## config.mk

```make
export PLATFORM = sky130hd
export DESIGN_NAME = line_fill_requester
export DESIGN_NICKNAME = d
export VERILOG_FILES = /design/src/rtl/line_fill_requester.sv
export SDC_FILE = /design/constraint.sdc
export NUM_CORES = 1
export LEC_CHECK = 0
export ABC_AREA = 1
export CAP_MARGIN = 10
export CORE_AREA = 8 8 446 448
export CTS_BUF_LIST = sky130_fd_sc_hd__clkbuf_16
export DETAILED_ROUTE_END_ITERATION = 7
export DIE_AREA = 0 0 454 456
export PLACE_DENSITY = 0.35
export SYNTH_ARGS = -nofsm -noshare
export SYNTH_HDL_FRONTEND = slang
export SYNTH_SLANG_ARGS = --single-unit
```

## constraint.sdc

```tcl
create_clock -name clk -period 2.1 [get_ports clk]
set_input_delay 0.63 -clock clk [delete_from_list [all_inputs] [get_ports clk]]
set_output_delay 0.63 -clock clk [all_outputs]
set_load 0.02 [all_outputs]
```

## src/rtl/line_fill_requester.sv

```systemverilog
// Line-fill initiator: converts one cache miss into a single 64B memory line read
// and returns the line plus critical word, with a timeout against a silent memory.
module line_fill_requester #(
  parameter int unsigned ADDR_W  = 32,
  parameter int unsigned WORD_W  = 32,
  parameter int unsigned TIMEOUT = 255
) (
  input  logic              clk,
  input  logic              rst_n,
  input  logic              miss_valid,
  input  logic [ADDR_W-1:0] miss_addr,
  output logic              miss_ready,
  output logic              mem_req,
  output logic [ADDR_W-1:0] mem_addr,
  input  logic [511:0]      mem_data,
  input  logic              mem_ready,
  output logic              fill_valid,
  input  logic              fill_ready,
  output logic [ADDR_W-1:0] fill_addr,
  output logic [511:0]      fill_line,
  output logic [WORD_W-1:0] fill_word,
  output logic              fill_error,
  output logic              busy
);

  localparam int unsigned OFF_LSB = $clog2(WORD_W / 8);
  localparam int unsigned IDX_W   = 6 - OFF_LSB;
  localparam logic [7:0]  LAST_TICK = 8'(TIMEOUT - 1);

  typedef enum logic [1:0] {IDLE, REQ, WAIT, RESP} state_t;

  state_t           state;
  logic [7:0]       timer;
  logic [IDX_W-1:0] word_idx;
  logic [WORD_W-1:0] sel_word_c;

  assign sel_word_c = mem_data[WORD_W*word_idx +: WORD_W];

  // Gated by rst_n so nothing advertises readiness while reset is held.
  assign miss_ready = rst_n && (state == IDLE);
  assign busy       = (state != IDLE);

  always_ff @(posedge clk or negedge rst_n) begin
    if (!rst_n) begin
      state      <= IDLE;
      timer      <= '0;
      word_idx   <= '0;
      mem_req    <= 1'b0;
      mem_addr   <= '0;
      fill_valid <= 1'b0;
      fill_addr  <= '0;
      fill_line  <= '0;
      fill_word  <= '0;
      fill_error <= 1'b0;
    end else begin
      case (state)
        IDLE: begin
          if (miss_valid) begin
            word_idx <= miss_addr[5:OFF_LSB];
            mem_addr <= {miss_addr[ADDR_W-1:6], 6'b0};
            mem_req  <= 1'b1;
            state    <= REQ;
          end
        end
        REQ: begin
          mem_req <= 1'b0;
          timer   <= '0;
          state   <= WAIT;
        end
        WAIT: begin
          // Data arriving on the final timeout cycle still wins.
          if (mem_ready) begin
            fill_line  <= mem_data;
            fill_word  <= sel_word_c;
            fill_error <= 1'b0;
            fill_addr  <= mem_addr;
            fill_valid <= 1'b1;
            state      <= RESP;
          end else if (timer == LAST_TICK) begin
            timer      <= timer + 8'd1;
            fill_line  <= '0;
            fill_word  <= '0;
            fill_error <= 1'b1;
            fill_addr  <= mem_addr;
            fill_valid <= 1'b1;
            state      <= RESP;
          end else begin
            timer <= timer + 8'd1;
          end
        end
        RESP: begin
          if (fill_ready) begin
            fill_valid <= 1'b0;
            state      <= IDLE;
          end
        end
        default: state <= IDLE;
      endcase
    end
  end

endmodule

```

=== Word-level counts from Yosys, hierarchy flattened ===
Cells that the tools add are included.

* Register bits after elaboration: 619
* Input bits: 549
* Output and inout port bits: 613
* Logic and storage cells: 53

* $add $sub $neg: 1
* Equal/unequal tests: 8
* Shifts and indexed selects: 1
* Muxes and demuxes: 20
* Reduce and logical (&&, ||, !) cells: 13

{| class="wikitable"
|+ Operator list
! operator !! count
|-
| $mux 512 || 2
|-
| $shiftx 512x10->32 || 1
|-
| $mux 32 || 4
|-
| $pmux 8 s2 || 1
|-
| $reduce_bool 2->1 || 5
|-
| $add 8x1->8 const B || 1
|-
| $eq 8x8->1 const B || 1
|-
| $mux 2 || 4
|-
| $mux 8 || 1
|-
| $pmux 2 s4 || 1
|-
| $reduce_and 2->1 || 4
|-
| $ne 2x2->1 const B || 3
|-
| $reduce_and 3->1 || 2
|-
| $mux 1 || 5
|-
| $eq 2x2->1 const B || 2
|-
| $pmux 1 s2 || 2
|-
| $ne 3x3->1 const B || 1
|-
| $eq 2x1->1 const B || 1
|-
| $logic_not 2->1 || 1
|-
| $logic_and 1x1->1 || 1
|}

=== Logic depth before layout (Yosys ltp) ===
* Word-level depth: 4
* Gate-level depth with buffers: 11
* Gate-level depth less buffers: 9

=== Worst setup path before layout ===
Ideal clock, no wire load.

* Kind: register to register
* Start: reg state[0]
* End: reg fill_line[100]
* Setup time: 0.130 ns
* Data arrival time: 1.576 ns
* Required time: 1.970 ns
* Path slack: 0.393 ns
* Cell stages (with the launch flop): 8
* Buffers on the path: 3
* Period minus slack after synthesis: 1.707 ns
* Cell sequence: dfrtp_1 > inv_1 > ha_1 > clkbuf_2 > nand2_1 > clkbuf_1 > clkbuf_1 > o21ai_1

* Cells in the longest elaborated chain, start to end: 2

{| class="wikitable"
|+ Ends and longest elaborated chain
! what !! line !! text
|-
| from (decl) || 32 || <nowiki>state_t state;</nowiki>
|-
| from (signal assigned) || 45 || <nowiki>state <= IDLE;</nowiki>
|-
| from (signal assigned) || 62 || <nowiki>state <= REQ;</nowiki>
|-
| from (signal assigned) || 68 || <nowiki>state <= WAIT;</nowiki>
|-
| $eq 2x2->1 || 56 || <nowiki>case (state)</nowiki>
|-
| $reduce_and 2->1 (no source line) || n/a ||
|-
| to (signal assigned) || 73 || <nowiki>fill_line <= mem_data;</nowiki>
|-
| to (decl) || 20 || <nowiki>output logic [511:0] fill_line,</nowiki>
|}

No other way between the ends.
A chain may end at the register's enable or synchronous reset.

=== Worst setup path in the final report ===
* Start: reg state[1]
* End: out miss_ready

* Cells in the longest elaborated chain, start to end: 2

{| class="wikitable"
|+ Ends and longest elaborated chain
! what !! line !! text
|-
| $logic_not 2->1 || 40 || <nowiki>assign miss_ready = rst_n && (state == IDLE);</nowiki>
|-
| $logic_and 1x1->1 || 40 ||
|-
| to (decl) || 12 || <nowiki>output logic miss_ready,</nowiki>
|}

No other way between the ends.

==> metrics.csv <==
stage;metric;value;unit
outcome;status;finished, violations left;
outcome;violations;negative setup slack;
power;vdd_drop_max;697;uV
synth;syn_area;28900;um2
sta;setup_viol;2;
synth;synth_xor_area_frac;0;
routing;viasPerCell;4.01;
cts;cts_max_path_buffers;3;
synth;synth.top_cell.area_share;0.531;
global_routing;gr-usage-met3;0.0537;
cts;numCtsBuffers;89;
cts;h-tree-depth;3;
synth;synth-adder-area-share;0.00303;
sta;fmaxAchievable;453;MHz
sta;worst_pin_slew;638;ps
global_routing;grtUsageMet2;0.358;
floorplanning;start_util;0.151;
synth;synth.distinct_cells;23;
routing;dr.pass1.iters;5;
finish;drive_gt1_frac;0.206;
synth;yosys_warnings;0;
worst_setup_path;slowest_delay;390;ps
global_routing;grt_pass1_wl;288000;um
worst_setup_path;crit_path_top_delay_cell;dfrtp_1;
power;p_leak;23.6;nW
finish;fin_cells;7641;
synth;synthSimpleGateAreaFrac;0.242;
cts;tritoncts;built;
floorplanning;die_w;454;um
routing;antenna_left;0;
placed_design;globalplace.congestion;0.871;
synth;synth_top_area_cell;dfrtp_1;
cts;ctsRootBufferMaster;clkbuf_16;
routing;drtIter0Drc;2294;
global_routing;antenna_found_initial;76;
finish;fin_area;47500;um2
sta;fin_ws;-106;ps
worst_setup_path;crit_chain;inv_2 -> ha_4 -> nand2_2 -> inv_2 -> buf_6;
floorplanning;pin_count;1162;
routing;vias;30600;
routing;wl_per_cell;28.5;um
synth;ys_seq_area_frac;0.531;
floorplanning;rows;161;
cts;clk_pin_slew;60;ps
synth;synth_compound_area_frac;0.101;
worst_setup_path;crit_path_start_kind;flop;
sta;timing.final.crit_share;1.05;
sta;finalHoldViolCount;0;
placed_design;dpl.cell_count;7440;
finish;fin_nets;5570;
worst_setup_path;worstPathArrival;1580;ps
global_routing;grtUsageMet1;0.234;
placed_design;place_hpwl;177000;um
cts;cts_sinks;613;
routing;drt-total-wl;218000;um
global_routing;grt_start_max_net_pins;85;
sta;slew_violations;0;
sta;fin_crit;2210;ps
sta;grt_setup_unrepaired;true;
finish;syn_to_final_growth;64.4;%
worst_setup_path;critPathCaptureType;output port;
worst_setup_path;worstSetupPathType;flop to output port;
synth;syn_avg_cell_area;7.76;um2
global_routing;busiest_layer;met2;
power;p_per_area;1660;nW/um2
worst_setup_path;reg2reg_slack;80;ps
floorplanning;die_h;456;um
worst_setup_path;crit_top_cell;inv_2;
placed_design;io_buffers;1147;
cts;clk_latency;720;ps
global_routing;track_usage;0.202;
floorplanning;die-area;207000;um2
synth;synth_mux_area_frac;0;
worst_setup_path;crit_required;1470;ps
placed_design;place_area;45300;um2
sta;skew;35.5;ps
global_routing;grt_pass1_vias;31400;
synth;synth-seq-cells;613;
hold_path;hold_class;input pin to async pin;
global_routing;grt-ovfl-total;0;
synth;netlist_instances;3720;
flow_run;maxCapViolCount;0;
finish;final_util;0.248;
floorplanning;fp.coreArea;192000;um2
synth;synth_top_family_by_area;simple AND/OR/NAND/NOR gates;
synth;netlist_top_cells_area;dfrtp_1 (53%), nand2_1 (16%), nand3_1 (7.9%), inv_1 (7.3%), o21ai_1 (6.9%);
sta;relSlewSlack;0.574;
routing;drc;0;
worst_setup_path;cp_max_fo;3;
==> through the flow <==
step / hold slack [ps] / setup slack, ps / total power [W] / setup TNS, ps
after detailed placement: 467 / -358 / 0.0678 / -70300
after global routing: 437 / -201 / 0.0835 / -372
final: 466 / -106 / 0.0788 / -178
after floorplan: 334 / 393 / 0.0396 / 0
after global placement: 464 / -382 / 0.0678 / -76290
after CTS: 378 / -193 / 0.0807 / -370
==> repair_timing <==
action / 4_1_cts / 5_1_grt
pin swaps: 1 / 0
resized for setup: 2187 / 11
endpoints found under the setup margin: 578 / 10
cloned: 1 / 0
hold endpoints to repair: 7 / 0
hold buffers: 1 / 0
setup buffers: 7 / 0
==> routing by layer <==
layer,wire length [um],up-vias
met4,7610,62
li1,-,14200
met5,407,-
met1,85100,15100
met2,110000,1050
met3,14600,257
==> Yosys cell counts <==
| library cell | count |
|---|---|
| a21oi_1 | 1 |
| buf_1 | 16 |
| buf_2 | 66 |
| buf_4 | 12 |
| buf_6 | 49 |
| clkbuf_1 | 106 |
| clkbuf_2 | 1 |
| clkinv_1 | 1 |
| conb_1 | 1 |
| dfrtp_1 | 613 |
| ha_1 | 7 |
| inv_1 | 561 |
| inv_2 | 1 |
| nand2_1 | 1235 |
| nand3_1 | 457 |
| nand4_1 | 4 |
| nor2_1 | 6 |
| nor2_2 | 1 |
| nor3b_1 | 1 |
| o21ai_0 | 178 |
| o21ai_1 | 400 |
| o22ai_1 | 2 |
| or2_2 | 1 |
==> cell type report <==
| class | count | area (um2) |
|---|---|---|
| fillers | 21300 | 144000 |
| flip-flops and latches | 613 | 15400 |
| repair buffers | 1442 | 13800 |
| multi-input cells | 2305 | 10200 |
| well taps | 2526 | 3160 |
| clock buffers | 89 | 2230 |
| inverters | 563 | 2140 |
| clock inverters | 69 | 569 |
| diodes | 34 | 85.1 |
==> registers in the layout, indices dropped and copies added, names as in the netlist <==
signal	flops
fill_word	32
timer	8
fill_line	512
fill_addr	26
mem_addr	26
fill_valid	1
fill_error	1
mem_req	1
state	2
word_idx	4
==> cell usage in the layout, fill, tap and decap left out, types with 34 or more instances in the layout <==
cell	count
nand2_1	1232
diode_2	34
clkbuf_16	89
buf_4	248
nand3_1	434
inv_1	578
o21ai_1	400
clkdlybuf4s50_1	545
buf_2	267
clkdlybuf4s15_2	265
buf_12	86
o21ai_0	178
dfrtp_1	598
==> final timing paths <==
check / startpoint / end / cells after the start
setup / recovery: state[1] / miss_ready / 5
hold / removal: rst_n / fill_line[490] / 3
setup reg to reg: word_idx[0] / fill_word[3] / 10
hold reg to reg: fill_word[27] / fill_word[27] / 2
max in group asynchronous: rst_n / fill_line[285] / 5
min in group clk: miss_addr[31] / mem_addr[31] / 3
==> worst max-delay path: cells and delay by family (launching register included) <==
kind	cells	cell delay (ps)
fa+ha+maj	1	160
flops	1	390
simple gates	1	50
buf+inv	3	250
==> where the power goes <==
group	switching, W	internal, W
Clock	0.00640	0.00844
Combinational	0.0283	0.0150
Sequential	0.00332	0.0173
Total	0.0380	0.0407
==> logic make-up (layout without fill, tap and decap cells) <==
kind of cell | count (synthesis) | in the layout
flip-flops | 613 | 613
AO/OA/AOI/OAI | 581 | 581
other | 1 | 46
adder cells (fa/ha/maj) | 7 | 7
buffers and inverters | 813 | 2163
AND/OR/NAND/NOR | 1705 | 1705
Note: power is estimated with default switching activity, not from simulation.
